$ cat src/rtl/i2s_xmit.sv
// i2s_xmit: Philips I2S transmitter/bus master generating bck and lrck from mck,
// with a one-frame holding buffer filled through a valid/ready handshake.
module i2s_xmit #(
    parameter int DATA_W   = 24,
    parameter int SLOT_W   = 32,
    parameter int BCK_HALF = 2
) (
    input  logic              mck,
    input  logic              reset,
    input  logic [DATA_W-1:0] left_in,
    input  logic [DATA_W-1:0] right_in,
    input  logic              in_valid,
    output logic              in_ready,
    output logic              bck,
    output logic              lrck,
    output logic              sd,
    output logic              frame_start,
    output logic              underrun
);
    localparam int BW = $clog2(2 * SLOT_W);
    localparam int DW = BCK_HALF > 1 ? $clog2(BCK_HALF) : 1;
    localparam int IW = DATA_W > 1 ? $clog2(DATA_W) : 1;
    localparam logic [BW-1:0] LAST = BW'(2 * SLOT_W - 1);
    localparam logic [BW-1:0] SLOT = BW'(SLOT_W);
    localparam logic [BW-1:0] DATA = BW'(DATA_W);
    localparam logic [DW-1:0] DIV_LAST = DW'(BCK_HALF - 1);

    logic [DW-1:0]     div_cnt;
    logic [BW-1:0]     bit_cnt, bit_nxt, pos;
    logic [IW-1:0]     idx;
    logic [DATA_W-1:0] buf_l, buf_r, sh_l, sh_r, word;
    logic              buf_full, fall, load, accept, right_nxt, sd_nxt;

    always_comb begin
        fall      = bck && div_cnt == DIV_LAST;
        bit_nxt   = bit_cnt == LAST ? '0 : bit_cnt + 1'b1;
        load      = fall && bit_nxt == '0;
        accept    = in_valid && !buf_full;
        right_nxt = bit_nxt >= SLOT;
        pos       = right_nxt ? bit_nxt - SLOT : bit_nxt;
        idx       = IW'(DATA - pos);
        word      = right_nxt ? sh_r : sh_l;
        // slot position 0 is the one-bck delay bit; positions past DATA_W are padding
        sd_nxt    = (pos != '0 && pos <= DATA) ? word[idx] : 1'b0;
    end

    assign in_ready = !buf_full;

    always_ff @(posedge mck) begin
        if (!reset) begin
            div_cnt     <= '0;
            bck         <= 1'b0;
            bit_cnt     <= LAST;
            lrck        <= 1'b1;
            sd          <= 1'b0;
            frame_start <= 1'b0;
            underrun    <= 1'b0;
            buf_full    <= 1'b0;
            buf_l       <= '0;
            buf_r       <= '0;
            sh_l        <= '0;
            sh_r        <= '0;
        end else begin
            div_cnt     <= div_cnt == DIV_LAST ? '0 : div_cnt + 1'b1;
            bck         <= div_cnt == DIV_LAST ? !bck : bck;
            frame_start <= load;
            underrun    <= load && !buf_full;
            if (fall) begin
                bit_cnt <= bit_nxt;
                lrck    <= right_nxt;
                sd      <= sd_nxt;
            end
            // an empty buffer at load time sends silence; a same-edge accept waits a frame
            if (load) begin
                sh_l <= buf_full ? buf_l : '0;
                sh_r <= buf_full ? buf_r : '0;
            end
            if (accept) begin
                buf_l <= left_in;
                buf_r <= right_in;
            end
            buf_full <= accept || (buf_full && !load);
        end
    end
endmodule

$ cat config.mk
export PLATFORM = sky130hd
export DESIGN_NAME = i2s_xmit
export DESIGN_NICKNAME = d
export VERILOG_FILES = /design/src/rtl/i2s_xmit.sv
export SDC_FILE = /design/constraint.sdc
export NUM_CORES = 1
export LEC_CHECK = 0
export ABC_AREA = 1
export CORE_ASPECT_RATIO = 1.25
export CORE_UTILIZATION = 50
export DETAILED_ROUTE_END_ITERATION = 16
export GPL_ROUTABILITY_DRIVEN = 0
export GPL_TIMING_DRIVEN = 0
export HOLD_SLACK_MARGIN = 0.12
export PLACE_DENSITY = 0.81
export SLEW_MARGIN = 20
export SYNTH_ARGS = -nofsm -noshare
export SYNTH_HDL_FRONTEND = slang
export SYNTH_SLANG_ARGS = --single-unit
$ cat constraint.sdc
create_clock -name mck -period 2 [get_ports mck]
set_input_delay 0.5 -clock mck [delete_from_list [all_inputs] [get_ports mck]]
set_output_delay 0.5 -clock mck [all_outputs]
set_load 0.01 [all_outputs]
==> results.txt <==
----------------------------------------------------
[Synth]
  Number of different library cells in the post-synthesis netlist ... 33
  Total of flip-flops plus latches after synthesis ... 109
  Biggest area consumer among synthesized cells ... dfxtp_1
  Sequential cell area fraction in the yosys report ... 0.482
  Area share of the largest cell type after synthesis ... 0.482
  Post-Synthesis Cells ... 588
  Synth top area cells ... dfxtp_1 48%, nand3_1 7.9%, nand2_1 7.6%
  Mean Syn Cell Area ... 7.69 µm²
  Post-synthesis net count ... 640
  Ys Warns ... 0
  Cell area after synthesis ... 4520 µm²

[Worst hold path]
  Hold Crit Class ... flip-flop to flip-flop
  Worst Min Path Start ... buf_l[4]

[Timing]
  RSZ-0062 raised after global routing ... yes
  Summed negative setup slack over all endpoints ... -3.15 ns
  Final WS setup ... -0.136 ns
  Worst Hold Margin ... 0.456 ns
  Final setup fails ... 45
  Skew final ... 0.0133 ns
  Max Freq ... 468 MHz
  Worst slew margin relative to its limit ... 0.456
  Max-slew violations ... 0
  Crit path time final ... 2.14 ns
  Hold Vio Cnt, Final ... 0
  Slew at the pin closest to its max-slew limit ... 0.816 ns
  Share of the clock period used by the worst path after layout ... 1.07

[Detailed routing]
  Final routed wirelength across all metal layers ... 12200 µm
  Remaining number of nets flagged by the antenna check after routing ... 0
  Total via count in the routed design ... 4421
  Routed length per placed instance ... 15.2 µm
  First-pass iteration count of the detailed router ... 6
  Count of routing violations after the opening detailed-route iteration ... 426
  Number of remaining DRC errors ... 0
  DR vias/cell ... 5.51

[Layout]
  # diodes ... 0
  Post-Layout Inst Area ... 6000 µm²
  Area Growth Syn to Fin ... 32.7%
  Fraction of layout instances using a drive strength above 1 ... 0.183
  Net count, final ... 730

[Job]
  Max-cap violations ... 0

[Setup path]
  Slowest library cell on the worst path ... dfxtp_4
  CP peak stage delay ... 0.37 ns
  Kind of end point of the critical path ... flip-flop
  Critical path type ... flip-flop to flip-flop
  Worst Setup Start Kind ... flip-flop
  Worst reg2reg path startpoint ... bit_cnt[0]
  Worst path bufs/invs ... 2
  Crit. Startpoint ... bit_cnt[0]
  CP cell instances ... ha_4 -> nand2_4 -> nor2_4 -> nand2_4 -> nand2_4 -> nand4_1 -> nor3_4 -> inv_4 -> nor2_8 -> nand2_8 -> clkbuf_16 -> o21ai_2
  Biggest fanout along the worst timing path ... 7
  Delay-heaviest family, CP ... simple AND/OR/NAND/NOR gates
  Required time at the endpoint of the critical path ... 2.30 ns
  Library cell appearing most often on the critical path ... nand2_4
  Arr. time, crit path ... 2.44 ns

[Global routing]
  Global-route total usage across every layer ... 0.256
  Largest net degree at the start of global routing ... 17
  Vias in the first global route ... 3997
  Total overflow reported by the global router ... 0
  Antenna violations before repair ... 0
  Wire length of the first global-routing pass ... 18500 µm

[Clocking]
  Maximum clock path buffer count ... 2
  Source-to-sink clock delay at the later pin of the worst-skew pair ... 0.37 ns
  Total of hold buffers inserted after clock tree synthesis ... 0
  Number of sinks driven by the clock tree ... 109
  Maximum level of the CTS H-tree ... 3
  Reg clk slew, reported paths ... 0.09 ns
  Clock tree from TritonCTS ... done
  CTS buffer count ... 9
  Root Driver ... clkbuf_8

[Pwr]
  Fraction of power spent switching nets ... 0.283
  Switching power of the nets ... 1.26 mW
  Clock share of power ... 0.287
  Part of the power in registers ... 0.522
  Overall power of the completed layout ... 4.46 mW
  Total power density per cell area ... 743 nW/µm²
  Part of the power in combinational logic ... 0.191
  Maximum vdd drop ... 587 µV
  Static leakage ... 2.31 nW
  Internal power ... 3.20 mW

[Placement]
  Worst setup timing slack at the placement stage ... -0.430 ns
  Placed Instance Area ... 5240 µm²
  Port Buf Inserts ... 55
  Post-DP HPWL ... 8200 µm

[Floorplan]
  Die boundary height ... 108 µm
  Area of the die ... 9430 µm²
  Width of the chip ... 87.1 µm
  Number of top-level design ports ... 57
  Number of core rows ... 38
  Core Region ... 8750 µm²
  Initial core utilization ... 0.517

[Status]
  Result of the run ... complete, but fails checks
  Violations in the final reports ... negative setup slack

----------------------------------------------------
==> power by group through the flow <==
stage	combinational [mW]	clock (mW)	sequential (mW)
2_1_floorplan	0.429	0	2.35
3_3_place_gp	0.637	0	2.36
3_5_place_dp	0.657	0	2.36
4_1_cts	0.748	1.28	2.32
5_1_grt	0.929	1.38	2.34
6_report	0.854	1.28	2.33
==> synthesized netlist by cell type, drive strengths merged <==
| master | n |
|---|---|
| a21oi | 51 |
| a22oi | 4 |
| buf | 10 |
| clkbuf | 26 |
| clkinv | 1 |
| dfxtp | 109 |
| ha | 1 |
| inv | 51 |
| nand2 | 98 |
| nand3 | 72 |
| nand4 | 1 |
| nor2 | 69 |
| nor3 | 2 |
| o211a | 1 |
| o211ai | 2 |
| o21ai | 77 |
| o31ai | 3 |
| o32ai | 6 |
| or2 | 1 |
| xnor2 | 1 |
| xor2 | 2 |
==> flip-flops by register name (all words and copies together), names as in the netlist, 6 cells and up <==
register and count:
bit_cnt 6, buf_l 24, buf_r 24, sh_l 24, sh_r 24
==> cells by family after synthesis <==
logic type                 Yosys count  share of synthesized area
and+or+nand+nor                    243                      0.238
AOI/OAI and AO/OA                  144                      0.192
DFF                                109                      0.482
buffers and inverters               88                     0.0794
xor gates and xnor gates             3                    0.00581
adders and majority gates            1                    0.00277
==> final timing paths <==
check	end	slack (ns)	cells after the start
min reg2reg	buf_l[4]	0.46	2
min	buf_l[4]	0.46	2
max reg2reg	sh_l[10]	-0.14	12
max	sh_l[10]	-0.14	12
==> worst register-to-register path: cells and delay by family (launching register included) <==
family | cells | cell delay [ns]
adder cells (fa/ha/maj) | 1 | 0.15
flip-flops | 1 | 0.37
buffers and inverters | 2 | 0.29
AND/OR/NAND/NOR | 8 | 1.15
AO/OA/AOI/OAI | 1 | 0.10
==> layer usage <==
metal / up-vias / global-route usage / part of all wire
li1: 2126 / - / -
met2: 203 / 0.461 / 0.52
met3: 36 / 0.0481 / 0.061
met1: 2056 / 0.295 / 0.38
met4: 0 / 0.102 / 0.032
met5: - / 0 / 0
==> through the flow <==
step | util | std cells
floorplan | - | 588
global placement | 0.599 | 763
detailed placement | 0.599 | 763
CTS | 0.644 | 793
global route | 0.686 | 802
finish | 0.686 | 802
==> timing repair <==
item | in CTS | in global routing
pin swaps | 7 | 22
setup endpoints to repair | 92 | 83
gates cloned | 1 | 3
gates resized for setup | 29 | 69
buffers inserted | 15 | 7
==> layout make-up <==
| cell class | count | area [µm²] |
|---|---|---|
| Fill cell | 705 | 2750 |
| Multi-Input combinational cell | 392 | 2260 |
| Sequential cell | 109 | 2190 |
| Timing Repair Buffer | 79 | 791 |
| Buffer | 35 | 224 |
| Inverter | 52 | 203 |
| Tap cell | 120 | 150 |
| Clock buffer | 11 | 131 |
| Clock inverter | 4 | 50.0 |
==> placed cells by master, fill, tap and decap left out, drive strengths merged, types with 3 or more instances in the layout <==
master and instances:
dfxtp 109, nand2 99, o21ai 77, nand3 72, nor2 69, clkdlybuf4s50 55
inv 51, a21oi 51, buf 35, clkbuf 35, o32ai 6, a22oi 4
o31ai 3
Power figures use the tool's default switching activity.
